File: src/rtl/ysyx_24080006_issue_ctrl.sv
// Issue controller: scoreboard hazard check, in-flight bound and
// drain-before-serialize sequencing in front of a single EXU output register.
module ysyx_24080006_issue_ctrl #(
  parameter int REG_WIDTH    = 5,
  parameter int MAX_INFLIGHT = 4
) (
  input  logic                 clock,
  input  logic                 reset_n,
  input  logic                 in_valid,
  output logic                 in_ready,
  input  logic [REG_WIDTH-1:0] in_rs1,
  input  logic [REG_WIDTH-1:0] in_rs2,
  input  logic [REG_WIDTH-1:0] in_rd,
  input  logic                 in_we,
  input  logic                 in_serial,
  input  logic                 in_fencei,
  input  logic                 in_err,
  output logic                 out_valid,
  input  logic                 out_ready,
  input  logic                 ret_valid,
  input  logic                 ret_we,
  input  logic [REG_WIDTH-1:0] ret_rd,
  input  logic                 flush,
  output logic                 fencei_req,
  input  logic                 fencei_ack,
  output logic                 halt,
  output logic [3:0]           inflight
);

  localparam int NREG = 1 << REG_WIDTH;

  typedef enum logic [1:0] {
    RUN,
    DRAIN,
    FENCE,
    HALT
  } state_t;

  state_t state;
  state_t state_nxt;

  logic [NREG-1:0]      pend;
  logic [NREG-1:0]      pend_nxt;
  logic [NREG-1:0]      ret_clr;
  logic [NREG-1:0]      eff_pend;
  logic [REG_WIDTH-1:0] out_rd;
  logic                 out_we;
  logic [3:0]           cnt;
  logic [3:0]           cnt_nxt;
  logic [3:0]           cnt_eff;
  logic [4:0]           cnt_sum;
  logic [1:0]           cnt_dec;
  logic                 ret_hit;
  logic                 kill;
  logic                 accept;
  logic                 hazard;
  logic                 drained;
  logic                 space;
  logic                 special;
  logic                 ready_norm;

  // A retire in this cycle frees its rd for the incoming instruction.
  always_comb begin
    ret_clr = '0;
    if (ret_valid && ret_we) ret_clr[ret_rd] = 1'b1;
  end

  assign eff_pend = pend & ~ret_clr;

  assign hazard = ((in_rs1 != '0) && eff_pend[in_rs1])
                | ((in_rs2 != '0) && eff_pend[in_rs2])
                | (in_we && (in_rd != '0) && eff_pend[in_rd]);

  assign ret_hit = ret_valid && (cnt != '0);
  assign cnt_eff = cnt - {3'b000, ret_hit};
  assign drained = (cnt == '0);
  assign space   = (cnt_eff < 4'(MAX_INFLIGHT))
                && (!out_valid || out_ready);
  assign special = in_valid && (in_serial || in_fencei || in_err);
  assign ready_norm = in_valid && !hazard && space;

  always_comb begin
    state_nxt = state;
    in_ready  = 1'b0;
    unique case (state)
      RUN: begin
        if (flush) begin
          in_ready = 1'b0;
        end else if (special && !drained) begin
          state_nxt = DRAIN;
        end else if (in_valid && in_err) begin
          state_nxt = HALT;
        end else if (in_valid && in_fencei) begin
          state_nxt = FENCE;
        end else begin
          in_ready = ready_norm;
        end
      end
      DRAIN: begin
        if (flush) begin
          state_nxt = RUN;
        end else if (drained) begin
          if (in_valid && in_err)         state_nxt = HALT;
          else if (in_valid && in_fencei) state_nxt = FENCE;
          else                            state_nxt = RUN;
        end
      end
      FENCE: begin
        // fence.i is swallowed here; the ack cycle consumes it.
        if (fencei_ack) begin
          in_ready  = 1'b1;
          state_nxt = RUN;
        end
      end
      HALT: begin
        in_ready = 1'b0;
      end
      default: state_nxt = RUN;
    endcase
  end

  assign accept = in_valid && in_ready && (state != FENCE);
  assign kill   = flush && out_valid && !out_ready && (state != FENCE);

  assign cnt_sum = {1'b0, cnt} + {4'b0000, accept};
  assign cnt_dec = {1'b0, ret_hit} + {1'b0, kill};

  always_comb begin
    if (cnt_sum >= {3'b000, cnt_dec})
      cnt_nxt = 4'(cnt_sum - {3'b000, cnt_dec});
    else
      cnt_nxt = '0;
  end

  // Set from a new accept beats a same-cycle clear of the same rd.
  always_comb begin
    pend_nxt = pend & ~ret_clr;
    if (kill && out_we) pend_nxt[out_rd] = 1'b0;
    if (accept && in_we && (in_rd != '0)) pend_nxt[in_rd] = 1'b1;
    pend_nxt[0] = 1'b0;
  end

  always_ff @(posedge clock) begin
    if (!reset_n) begin
      state     <= RUN;
      pend      <= '0;
      cnt       <= '0;
      out_valid <= 1'b0;
      out_rd    <= '0;
      out_we    <= 1'b0;
    end else begin
      state <= state_nxt;
      pend  <= pend_nxt;
      cnt   <= cnt_nxt;
      if (kill) begin
        out_valid <= 1'b0;
      end else if (accept) begin
        out_valid <= 1'b1;
        out_rd    <= in_rd;
        out_we    <= in_we;
      end else if (out_ready) begin
        out_valid <= 1'b0;
      end
    end
  end

  assign fencei_req = reset_n && (state == FENCE);
  assign halt       = (state == HALT);
  assign inflight   = cnt;

  a_ret_underflow: assert property (
    @(posedge clock) disable iff (!reset_n)
    !(ret_valid && (cnt == '0))
  );

endmodule

File: config.mk
export PLATFORM = sky130hd
export DESIGN_NAME = ysyx_24080006_issue_ctrl
export DESIGN_NICKNAME = d
export VERILOG_FILES = /design/src/rtl/ysyx_24080006_issue_ctrl.sv
export SDC_FILE = /design/constraint.sdc
export NUM_CORES = 1
export LEC_CHECK = 0
export ABC_AREA = 1
export CORE_ASPECT_RATIO = 1.1
export CORE_UTILIZATION = 54
export CTS_BUF_LIST = sky130_fd_sc_hd__clkbuf_4 sky130_fd_sc_hd__clkbuf_8
export DETAILED_ROUTE_END_ITERATION = 6
export PLACE_DENSITY = 0.91
export REMOVE_ABC_BUFFERS = 1
export SETUP_SLACK_MARGIN = 0.5
export SLEW_MARGIN = 40
export SYNTH_ARGS = -nofsm -noshare
export SYNTH_HDL_FRONTEND = slang
export SYNTH_SLANG_ARGS = --single-unit
File: constraint.sdc
create_clock -name clock -period 3.9 [get_ports clock]
set_clock_uncertainty 0.15 [all_clocks]
set_input_delay 0.78 -clock clock [delete_from_list [all_inputs] [get_ports clock]]
set_output_delay 0.78 -clock clock [all_outputs]
set_load 0.02 [all_outputs]
==> impl_metrics.env, run 1 <==
export IMPL_status="did not finish"
export IMPL_haltStage="5_1_grt"
export IMPL_tool_error="[ERROR GRT-0232] Routing congestion too high. Check the congestion heatmap in the GUI."
export IMPL_cts_buffers=5
export IMPL_ys_ff_latch=44
export IMPL_ys_flop_type="dfxtp_1"
export IMPL_avgSynthCellArea_um2=5.74
export IMPL_synth_warnings=0
export IMPL_grtUsageTotal_pct=76.5
export IMPL_htree_levels=2
export IMPL_grt_worst_setup_endpoint="inflight[0]$_SDFF_PN0_/D"
export IMPL_async_flop_share_pct=0
export IMPL_gr_total_overflow=65
export IMPL_start_util_pct=56.0
export IMPL_synth_seq_area_share_pct=23.7
export IMPL_synthMostInstantiatedCell="nand2_1"
export IMPL_place_port_buffers=39
export IMPL_worst_path_end_type="sequential cell input"
export IMPL_syn_cell_area_um2=3720
export IMPL_chipHeight_um=89.0
export IMPL_ys_types=34
export IMPL_synth_top_area_cell="dfxtp_1"
export IMPL_synth_edf_count=0
export IMPL_pin_count=40
export IMPL_detailedPlace_worstSlack_ps=-1130
export IMPL_yosys_top_cells_count="nand2_1 (165), nor2_1 (101), inv_1 (74)"
export IMPL_gp_congestion=1.01
export IMPL_clkSinkCount=44
export IMPL_grt_max_degree=34
export IMPL_synthTopCellsByArea="dfxtp_1 (24%), nand2_1 (17%), nor2_1 (10%)"
export IMPL_hold_buffers=0
export IMPL_cts_buffer_depth=2
export IMPL_root_buffer="clkbuf_8"
export IMPL_synth_top_area_share_pct=23.7
export IMPL_rows=31
export IMPL_syn_inst=648
export IMPL_die_width_um=81.1
export IMPL_hpwl_um=11300
==> layer usage <==
metal	GRT overflow	track usage (%)
met1	0	76.0
met2	34	96.1
met3	1	54.1
met4	30	86.5
met5	0	10.7
==> stage by stage <==
step	instance area, µm²	instances
4_1_cts	5700	911
3_5_place_dp	4960	861
3_3_place_gp	4960	861
2_1_floorplan	3620	628
==> cell families after synthesis <==
| kind of cell | share of synthesized area [%] |
|---|---|
| AOI/OAI and AO/OA | 19.5 |
| xor gates and xnor gates | 0.943 |
| adders and majority gates | 3.90 |
| buffers and inverters | 10.4 |
| DFF | 23.7 |
| and+or+nand+nor | 41.5 |
==> timing repair <==
item	CTS
setup buffers	42
setup endpoints to repair	36
resized for setup	145
pin swaps	35
==> inputs of run 2 (changes only) <==
CORE_ASPECT_RATIO = default   (was 1.1)
CORE_UTILIZATION = 40   (was 54)
CTS_BUF_LIST = default   (was sky130_fd_sc_hd__clkbuf_4 sky130_fd_sc_hd__clkbuf_8)
PLACE_DENSITY = default   (was 0.91)
PLACE_DENSITY_LB_ADDON = 0.15   (was default)
SETUP_SLACK_MARGIN = default   (was 0.5)
clock period = 5.05 ns   (was 3.9 ns; I/O delays follow)
==> impl_metrics.env, run 2 <==
export IMPL_status="finished with violations"
export IMPL_failed_checks="DRC"
export IMPL_pin_count=40
export IMPL_setup_violations_final=0
export IMPL_drive_gt1_share_pct=12.8
export IMPL_diodes=0
export IMPL_cts_clk_slew_worst_paths_ps=100
export IMPL_core_um2=8850
export IMPL_via_per_inst=5.55
export IMPL_grt_pass1_vias=4309
export IMPL_cp_common_cell="nand2_1"
export IMPL_wl_per_cell_um=17.1
export IMPL_path_delay_family="simple AND/OR/NAND/NOR gates"
export IMPL_largest_reg_flops=31
export IMPL_critPathMaxFanout=5
export IMPL_drc=3
export IMPL_numPlacedInstances=840
export IMPL_die_width_um=98.4
export IMPL_maxCapViolCount=0
export IMPL_dr_pass1_iters=7
export IMPL_num_vias=4704
export IMPL_grtUsageTotal_pct=30.8
export IMPL_yosys_top_cells_count="nand2_1 (165), nor2_1 (101), inv_1 (74)"
export IMPL_cts_buffers=5
export IMPL_grt_max_degree=34
export IMPL_dieArea_um2=9680
export IMPL_gp_congestion=0.985
export IMPL_cts_setup_buffers=0
export IMPL_synthMostInstantiatedCell="nand2_1"
export IMPL_synth_warnings=0
export IMPL_r2r_cells=17
export IMPL_final_cell_mix="nand2_1 (165), nor2_1 (99), inv_1 (72), buf_4 (65), a21oi_1 (46)"
export IMPL_htree_levels=2
export IMPL_root_buffer="clkbuf_8"
export IMPL_ir_drop_uv=179
export IMPL_area_delta_synth_final_pct=28.6
export IMPL_cts_tree="built"
export IMPL_cpPeakStageDelay_ps=480
export IMPL_final_util_pct=54.0
export IMPL_r2r_slack_ps=1160
export IMPL_synth_edf_count=0
export IMPL_slew_violations=0
export IMPL_met2_length_um=6300
export IMPL_layout_commonest_cell="nand2_1"
export IMPL_cts_buffer_depth=2
export IMPL_synth_seq_area_share_pct=23.7
export IMPL_ant_nets=0
export IMPL_syn_inst=648
export IMPL_wl_met1_um=6630
export IMPL_power_density_nw_per_um2=241
export IMPL_worstSetupPathType="in2reg"
export IMPL_final_nets=782
export IMPL_routed_top_layer="met4"
export IMPL_clkSinkCount=44
export IMPL_holdWs_ps=378
export IMPL_crit_path_start="ret_valid"
export IMPL_required_ps=5110
export IMPL_worst_path_buf_inv=6
export IMPL_p_leak_nw=2.14
export IMPL_chipHeight_um=98.4
export IMPL_cp_arrival_ps=4910
export IMPL_cp_end_kind="register"
export IMPL_dr_first_iter_drc_count=389
export IMPL_synth_top_area_cell="dfxtp_1"
export IMPL_cp_depth=26
export IMPL_synth_top_area_share_pct=23.7
export IMPL_worst_pin_slew_ps=613
export IMPL_wl_met3_um=1220
export IMPL_gr_total_overflow=0
export IMPL_antenna_found_initial=0
export IMPL_crit_end="inflight[3]$_SDFF_PN0_"
export IMPL_fin_cells=848
export IMPL_cp_start_kind="input pin"
export IMPL_clk_latency_ps=310
export IMPL_r2r_start="inflight[3]$_SDFF_PN0_"
export IMPL_syn_cell_area_um2=3720
export IMPL_nFillCells=937
export IMPL_ys_ff_latch=44
export IMPL_rows=34
export IMPL_hp_class="reg2reg"
export IMPL_hold_violations=0
export IMPL_min_period_ps=4850
export IMPL_slew_headroom_pct=59.1
export IMPL_synthTopCellsByArea="dfxtp_1 (24%), nand2_1 (17%), nor2_1 (10%)"
export IMPL_place_port_buffers=39
export IMPL_ys_flop_type="dfxtp_1"
export IMPL_start_util_pct=42.0
export IMPL_finalCritPeriodShare_pct=96.1
export IMPL_largest_register="pend"
export IMPL_drt_wl_total_um=14500
export IMPL_grt_pass1_wl_um=23000
export IMPL_hpwl_um=11500
export IMPL_avgSynthCellArea_um2=5.74
export IMPL_ys_types=34
export IMPL_reg2reg_to="inflight[3]$_SDFF_PN0_"
export IMPL_async_flop_share_pct=0
export IMPL_max_freq_mhz=206
export IMPL_critPathSlowestCell="clkdlybuf4s50_1"
-- run 2: cell counts after synthesis --
Identical to the previous run, type by type.
-- run 2: layout make-up --
cell class              instances  area, µm²  share of cell area [%]
clock buffers                   5       68.8                    1.44
multi-input cells             506       2480                    51.9
repair buffers                104        877                    18.3
flip-flops and latches         44        881                    18.4
well taps                     108        135                    2.83
inverters                      78        293                    6.12
clock inverters                 3       42.5                   0.890
-- run 2: logic make-up (layout without fill, tap and decap cells) --
logic type | Yosys count | in the layout | share of synthesized area (%)
simple gates | 362 | 362 | 41.5
flops | 44 | 44 | 23.7
xor+xnor | 4 | 4 | 0.943
compound gates | 129 | 129 | 19.5
buf+inv | 98 | 190 | 10.4
fa+ha+maj | 11 | 11 | 3.90
-- run 2: power by group --
| part | internal (W) | leakage (nW) | switching, W |
|---|---|---|---|
| combinational | 0.000191 | 1.73 | 0.000289 |
| clock | 0.000147 | 0.0541 | 0.000138 |
| sequential | 0.000367 | 0.355 | 0.0000199 |
| total | 0.000705 | 2.14 | 0.000447 |
-- run 2: worst min path at each step --
stage,start,endpoint,depth (start not counted)
finish,out_we$_SDFFE_PN0P_,out_we$_SDFFE_PN0P_,4
global route,out_we$_SDFFE_PN0P_,out_we$_SDFFE_PN0P_,4
global placement,out_we$_SDFFE_PN0P_,out_we$_SDFFE_PN0P_,4
CTS,out_we$_SDFFE_PN0P_,out_we$_SDFFE_PN0P_,4
detailed placement,out_we$_SDFFE_PN0P_,out_we$_SDFFE_PN0P_,4
floorplan,out_we$_SDFFE_PN0P_,out_we$_SDFFE_PN0P_,4
-- run 2: tightest hold or removal path, stage by stage, from the launching register on --
cell and delay (ps):
dfxtp_1 330, inv_1 50, nand2_1 40, nand2_1 50, nor2_1 30
-- run 2: per-stage QoR --
step / cell area (µm²) / setup slack (ps) / TNS [ps] / total power (W)
floorplan: 3620 / 517 / 0 / 0.000663
global placement: 4640 / -152 / -739 / 0.000848
detailed placement: 4640 / -212 / -959 / 0.000857
CTS: 4760 / 160 / 0 / 0.00114
global route: 4780 / -83.7 / -313 / 0.00123
finish: 4780 / 198 / 0 / 0.00115
-- run 2: what timing repair did --
item                                    4_1_cts  5_1_grt
hold buffers                                  0        0
gates resized for setup                       5        8
cloned                                        0        0
pin swaps                                     0        0
endpoints found under the setup margin        1        5
-- run 2: metal layers --
| layer | GRT usage [%] | vias up |
|---|---|---|
| li1 | - | 2315 |
| met1 | 44.7 | 2156 |
| met2 | 46.3 | 206 |
| met3 | 4.44 | 27 |
| met4 | 10.7 | 0 |
| met5 | 0 | - |
(Power assumes the default switching activity.)
